<file path="src/rtl/hazard_unit_mc.sv">
// ---------------------------------------------------------------------------
// hazard_unit_mc
//
// Hazard unit for the 5-stage RISC-V pipeline. Sits beside the datapath and
// produces the stage enables/flushes and the EX operand-forwarding selects.
//
// Features:
//   - operand forwarding into EX (M result or M PC+4 beats W result)
//   - load-use stall, never triggered by x0
//   - branch/jump flush, which wins over the load-use stall
//   - multi-cycle EX occupancy counter (MUL/DIV): stalls F/D/E, bubbles M
//   - saturating performance counters for stall and flush cycles
//
// Parameters:
//   REG_AW : register-address width
//   MC_LAT : total EX cycles of a multi-cycle op (>=1, 1 = never busy)
//   CNT_W  : performance-counter width
//
// Ports:
//   clk, rst                 : clock, asynchronous active-high reset
//   RegWriteM/W              : M/W-stage instruction writes rd
//   ResultSrcE/M             : result source (E: 01 = load, M: 11 = PC+4)
//   PCSrcE                   : E-stage redirect, non-zero = taken
//   McStartE                 : E holds a multi-cycle op
//   Rs1D/Rs2D, Rs1E/Rs2E     : D- and E-stage source registers
//   RdE/RdM/RdW              : destination registers in E, M, W
//   StallF/D/E               : hold the stage register
//   FlushD/E/M               : bubble into the stage register
//   ForwardAE/BE             : 00 regfile, 01 W result, 10 M ALU, 11 M PC+4
//   McBusy                   : multi-cycle op occupying E
//   StallCnt/FlushCnt        : saturating StallF / FlushD cycle counts
// ---------------------------------------------------------------------------
module hazard_unit_mc #(
  parameter int REG_AW = 5,
  parameter int MC_LAT = 4,
  parameter int CNT_W  = 16
) (
  input  logic              clk,
  input  logic              rst,
  input  logic              RegWriteM,
  input  logic              RegWriteW,
  input  logic [1:0]        ResultSrcE,
  input  logic [1:0]        ResultSrcM,
  input  logic [1:0]        PCSrcE,
  input  logic              McStartE,
  input  logic [REG_AW-1:0] Rs1D,
  input  logic [REG_AW-1:0] Rs2D,
  input  logic [REG_AW-1:0] Rs1E,
  input  logic [REG_AW-1:0] Rs2E,
  input  logic [REG_AW-1:0] RdE,
  input  logic [REG_AW-1:0] RdM,
  input  logic [REG_AW-1:0] RdW,
  output logic              StallF,
  output logic              StallD,
  output logic              StallE,
  output logic              FlushD,
  output logic              FlushE,
  output logic              FlushM,
  output logic [1:0]        ForwardAE,
  output logic [1:0]        ForwardBE,
  output logic              McBusy,
  output logic [CNT_W-1:0]  StallCnt,
  output logic [CNT_W-1:0]  FlushCnt
);

  localparam int             MCW     = $clog2(MC_LAT) + 1;
  localparam logic [MCW-1:0] MC_LOAD = MCW'(MC_LAT - 1);
  localparam logic [MCW-1:0] MC_ONE  = MCW'(1);
  localparam bit             MC_EN   = (MC_LAT > 1);

  logic [MCW-1:0] mcCnt;
  logic           mcStart;
  logic           mcStall;
  logic           redir;
  logic           loadUse;

  // Forwarding select for one EX source; M wins over W, x0 never forwards.
  function automatic logic [1:0] fwdSel(
    input logic [REG_AW-1:0] rs,
    input logic [REG_AW-1:0] rdM,
    input logic              regWriteM,
    input logic [1:0]        resultSrcM,
    input logic [REG_AW-1:0] rdW,
    input logic              regWriteW
  );
    if (rs != '0 && rs == rdM && regWriteM)
      return (resultSrcM == 2'b11) ? 2'b11 : 2'b10;
    else if (rs != '0 && rs == rdW && regWriteW)
      return 2'b01;
    else
      return 2'b00;
  endfunction

  assign ForwardAE = fwdSel(Rs1E, RdM, RegWriteM, ResultSrcM, RdW, RegWriteW);
  assign ForwardBE = fwdSel(Rs2E, RdM, RegWriteM, ResultSrcM, RdW, RegWriteW);

  // A redirect is only honoured when no multi-cycle op owns E.
  assign redir   = (PCSrcE != 2'b00) && (mcCnt == '0);
  assign loadUse = (ResultSrcE == 2'b01) && (RdE != '0) &&
                   ((Rs1D == RdE) || (Rs2D == RdE));

  // Start only from idle: on the completing cycle (mcCnt==1) the op's own
  // McStartE is still high but must not re-arm the counter.
  assign mcStart = McStartE && (mcCnt == '0) && MC_EN && (PCSrcE == 2'b00);
  assign mcStall = mcStart || (mcCnt > MC_ONE);
  assign McBusy  = mcStall || (mcCnt == MC_ONE);

  assign StallF = mcStall || (loadUse && !redir);
  assign StallD = StallF;
  assign StallE = mcStall;
  assign FlushM = mcStall;
  assign FlushD = redir && !mcStall;
  assign FlushE = (redir || loadUse) && !mcStall;

  // NOTE: only control state lives in flops here, and all of it is reset;
  // state is updated with non-blocking assignments so every flop samples
  // pre-edge values regardless of statement order.
  always_ff @(posedge clk or posedge rst) begin
    if (rst) begin
      mcCnt    <= '0;
      StallCnt <= '0;
      FlushCnt <= '0;
    end else begin
      if (mcStart)
        mcCnt <= MC_LOAD;
      else if (mcCnt != '0)
        mcCnt <= mcCnt - MC_ONE;

      if (StallF && StallCnt != '1)
        StallCnt <= StallCnt + CNT_W'(1);
      if (FlushD && FlushCnt != '1)
        FlushCnt <= FlushCnt + CNT_W'(1);
    end
  end

endmodule

</file>
<file path="config.mk">
export PLATFORM = sky130hd
export DESIGN_NAME = hazard_unit_mc
export DESIGN_NICKNAME = d
export VERILOG_FILES = /design/src/rtl/hazard_unit_mc.sv
export SDC_FILE = /design/constraint.sdc
export NUM_CORES = 1
export LEC_CHECK = 0
export CORE_MARGIN = 2
export CORE_UTILIZATION = 41
export CTS_BUF_LIST = sky130_fd_sc_hd__clkbuf_4
export DETAILED_ROUTE_END_ITERATION = 10
export HOLD_SLACK_MARGIN = 0.05
export PLACE_DENSITY = 0.9
export REMOVE_ABC_BUFFERS = 1
export SLEW_MARGIN = 20
export SYNTH_ARGS = -nofsm -noshare
export SYNTH_HDL_FRONTEND = slang
export SYNTH_SLANG_ARGS = --single-unit
</file>
<file path="constraint.sdc">
create_clock -name clk -period 2.3 [get_ports clk]
set_input_delay 0.46 -clock clk [delete_from_list [all_inputs] [get_ports clk]]
set_output_delay 0.46 -clock clk [all_outputs]
set_load 0.01 [all_outputs]
</file>
==> impl_metrics.json <==
{
  "status": "finished with violations",
  "violations": "negative setup slack",
  "p_per_area_mw_per_mm2": 750.7,
  "place_congestion": 0.9442,
  "clock_latency_ns": 0.34,
  "synth-seq-area-share_pct": 39.39,
  "cts_max_level": 2,
  "drive_gt1_share_pct": 26.52,
  "ys_types": 38,
  "slowest_delay_ns": 0.48,
  "max-vdd-ir-drop_uv": 407.6,
  "synthArstFlopShare_pct": 100.0,
  "postRouteAntennaNets": 0,
  "pwr-share-comb_pct": 56.4,
  "drv_slew": 0,
  "die_height_um": 77.64,
  "path_class": "input pin to output pin",
  "die_area_mm2": 0.006028,
  "power_frac_clock_pct": 11.3,
  "dp_slack_ns": -0.6738,
  "rows": 26,
  "antenna_found_initial": 0,
  "antennaDiodeCount": 0,
  "clock_path_buffers": 2,
  "ys_seq_elements": 35,
  "rsz0062_at_grt": "yes",
  "ctsHoldBuffers": 0,
  "fin_ws_ns": -0.02175,
  "synthTopCellsByCount": "dfrtp_1 (35), xnor2_1 (28), xor2_1 (28), nand2_1 (17), nor2_1 (15)",
  "cp_data_arrival_time_ns": 1.86,
  "crit_chain": "clkdlybuf4s50_1 > nor3b_4 > a211oi_4 > buf_4 > buf_4 > o21ai_1 > buf_2",
  "power.internal_w": 0.001675,
  "r2r_setup_slack_ns": 0.10,
  "die_w_um": 77.64,
  "grt.total_usage_pct": 20.50,
  "yosysMostFrequentCell": "dfrtp_1",
  "path_clk_slew_ns": 0.10,
  "power_switching_share_pct": 38.39,
  "yosys_warnings": 0,
  "fmaxAchievable_ghz": 0.4307,
  "path_buf_inv": 4,
  "fin_crit_sh_pct": 100.9,
  "ys.flop_type": "dfrtp_1",
  "first_global_vias": 2213,
  "synth_cells": 231,
  "remaining_drc_errors": 0,
  "period_minus_slack_ns": 2.322,
  "cts_sinks": 35,
  "seqCellArea_um2": 877.1,
  "fin_nets": 413,
  "power.leakage_nw": 1.642,
  "avgSynthCellArea_um2": 9.625,
  "wire_per_inst_um": 15.18,
  "worstHoldPathType": "flip-flop to flip-flop",
  "viasPerCell": 5.269,
  "setup_violations": 1,
  "total_power_w": 0.002718,
  "core_region_area_mm2": 0.005172,
  "place_area_mm2": 0.003448,
  "maxCapViolations": 0,
  "vias": 2276,
  "crit_path_max_fanout": 2,
  "worst_pin_slew_ns": 0.6840,
  "synth_edf_count": 0,
  "num-fill-cells": 373,
  "slew_headroom_pct": 54.15,
  "synth_area_mm2": 0.002223,
  "synth_area_leaders": "dfrtp_1 (39%), xnor2_1 (11%), xor2_1 (11%), nand4_1 (3.1%), nand3_1 (2.9%)",
  "stdcell_area_mm2": 0.003621,
  "synth_top_family_by_area": "simple AND/OR/NAND/NOR gates",
  "p_sw_w": 0.001043,
  "drtPass1Iterations": 4,
  "synthSimpleGateAreaFrac_pct": 26.17,
  "start_kind": "input pin",
  "worstPathRequired_ns": 1.84,
  "crit_path_end_kind": "output pin",
  "muxShareOfSynthArea_pct": 2.026,
  "dp_hpwl_um": 4650,
  "synth_fa_ha_area_share_pct": 2.814,
  "synth_compound_area_share_pct": 5.065,
  "synthXorXnorAreaFrac_pct": 22.06,
  "totalWireLength_um": 6556,
  "grt_max_degree": 36,
  "synth_top_area_share_pct": 39.39,
  "drt_iter0_markers": 123,
  "cts_buffers": 5,
  "syn_to_final_growth_pct": 62.86,
  "io_pins": 89,
  "hold_viol": 0,
  "grt_overflow": 0,
  "synth_area_leader_cell": "dfrtp_1",
  "multi_input_area_mm2": 0.001448,
  "crit_family": "buffers and inverters",
  "grt_pass1_wl_um": 10130,
  "root_buffer": "clkbuf_4",
  "cts_tree": "yes",
  "cp_slowest_cell": "clkdlybuf4s50_1",
  "seqPwrFrac_pct": 32.3,
  "cpMostUsedCell": "buf_4",
  "initial_core_util_pct": 42.98,
  "skew_ns": 0.01803,
  "io_buffers": 88
}
-- cell families (layout without fill, tap and decap cells) --
logic type | count (synthesis) | after routing
compound gates | 17 | 17
buf+inv | 12 | 143
mux | 4 | 4
fa+ha+maj | 5 | 5
simple gates | 102 | 102
flops | 35 | 35
xor+xnor | 56 | 56
-- metrics by stage --
step	hold WS [ns]	utilization, %	instances	setup TNS, ns
3_3_place_gp	0.4825	66.67	422	-5.799
4_1_cts	0.5002	67.90	431	-0.002111
5_1_grt	0.5089	70.00	432	-0.5599
6_report	0.4968	70.00	432	-0.02175
2_1_floorplan	0.4942	-	226	-0.5957
3_5_place_dp	0.4801	66.67	422	-7.236
-- final cells by class --
| type | instances | share of cell area [%] |
|---|---|---|
| timing repair buffer | 129 | 31.38 |
| inverter | 7 | 0.7256 |
| tap | 70 | 2.419 |
| clock buffer | 5 | 1.037 |
| multi-input combinational | 184 | 39.98 |
| clock inverter | 2 | 0.2419 |
| sequential | 35 | 24.22 |
-- flip-flops by register name (all words and copies together), names as in the netlist --
signal / flops
FlushCnt: 16
StallCnt: 16
mcCnt: 3
-- cells in the final DEF (no fill, tap or decap), types with 2 or more instances in the layout --
cell             count
clkdlybuf4s50_1     49
buf_4               39
dfrtp_1             34
xor2_1              27
xnor2_1             25
dlygate4sd2_1       21
nand2_1             16
nand3_1             13
nand4_1             11
nor2_1              10
nor3_1               8
nor4_1               8
buf_2                7
clkbuf_4             5
dlymetal6s2s_1       5
inv_2                4
nor2_2               4
and4_1               4
mux2_2               4
or4_1                4
buf_6                4
a21oi_1              3
and3_1               3
nor4b_1              3
xnor2_2              3
o21ai_1              3
nor2_4               3
inv_1                3
o21a_1               3
ha_1                 3
clkbuf_2             3
nand2b_1             2
or4_4                2
o31ai_1              2
ha_4                 2
-- worst paths after layout --
check,end,depth (start not counted),startpoint
min in group asynchronous,FlushCnt[11]$_DFFE_PP0P_,3,rst
max reg2reg,FlushCnt[6]$_DFFE_PP0P_,11,mcCnt[1]$_DFFE_PP0P_
max,McBusy,7,PCSrcE[0]
min,StallCnt[9]$_DFFE_PP0P_,1,StallCnt[9]$_DFFE_PP0P_
max in group asynchronous,mcCnt[0]$_DFFE_PP0P_,3,rst
min reg2reg,StallCnt[9]$_DFFE_PP0P_,1,StallCnt[9]$_DFFE_PP0P_
-- routing by layer --
layer | up-vias | share of wire (%) | track usage (%)
met1 | 1069 | 38 | 22.96
met5 | - | 0 | 0
met4 | 0 | 2.6 | 7.321
met3 | 13 | 7.0 | 5.698
met2 | 101 | 52 | 36.90
li1 | 1093 | - | -
-- timing repair --
| action | 4_1_cts | 5_1_grt |
|---|---|---|
| pin swaps | 7 | 12 |
| endpoints found under the setup margin | 14 | 16 |
| resized for setup | 81 | 38 |
| buffers inserted | 2 | 1 |
-- power groups by stage --
stage | Sequential, W | Combinational, W | Clock, W
floorplan | 0.000916 | 0.000526 | 0
CTS | 0.000859 | 0.00139 | 0.000316
global placement | 0.000861 | 0.00137 | 0
detailed placement | 0.000868 | 0.00141 | 0
global route | 0.000899 | 0.00166 | 0.000343
finish | 0.000878 | 0.00153 | 0.000306
Power figures use the tool's default switching activity.
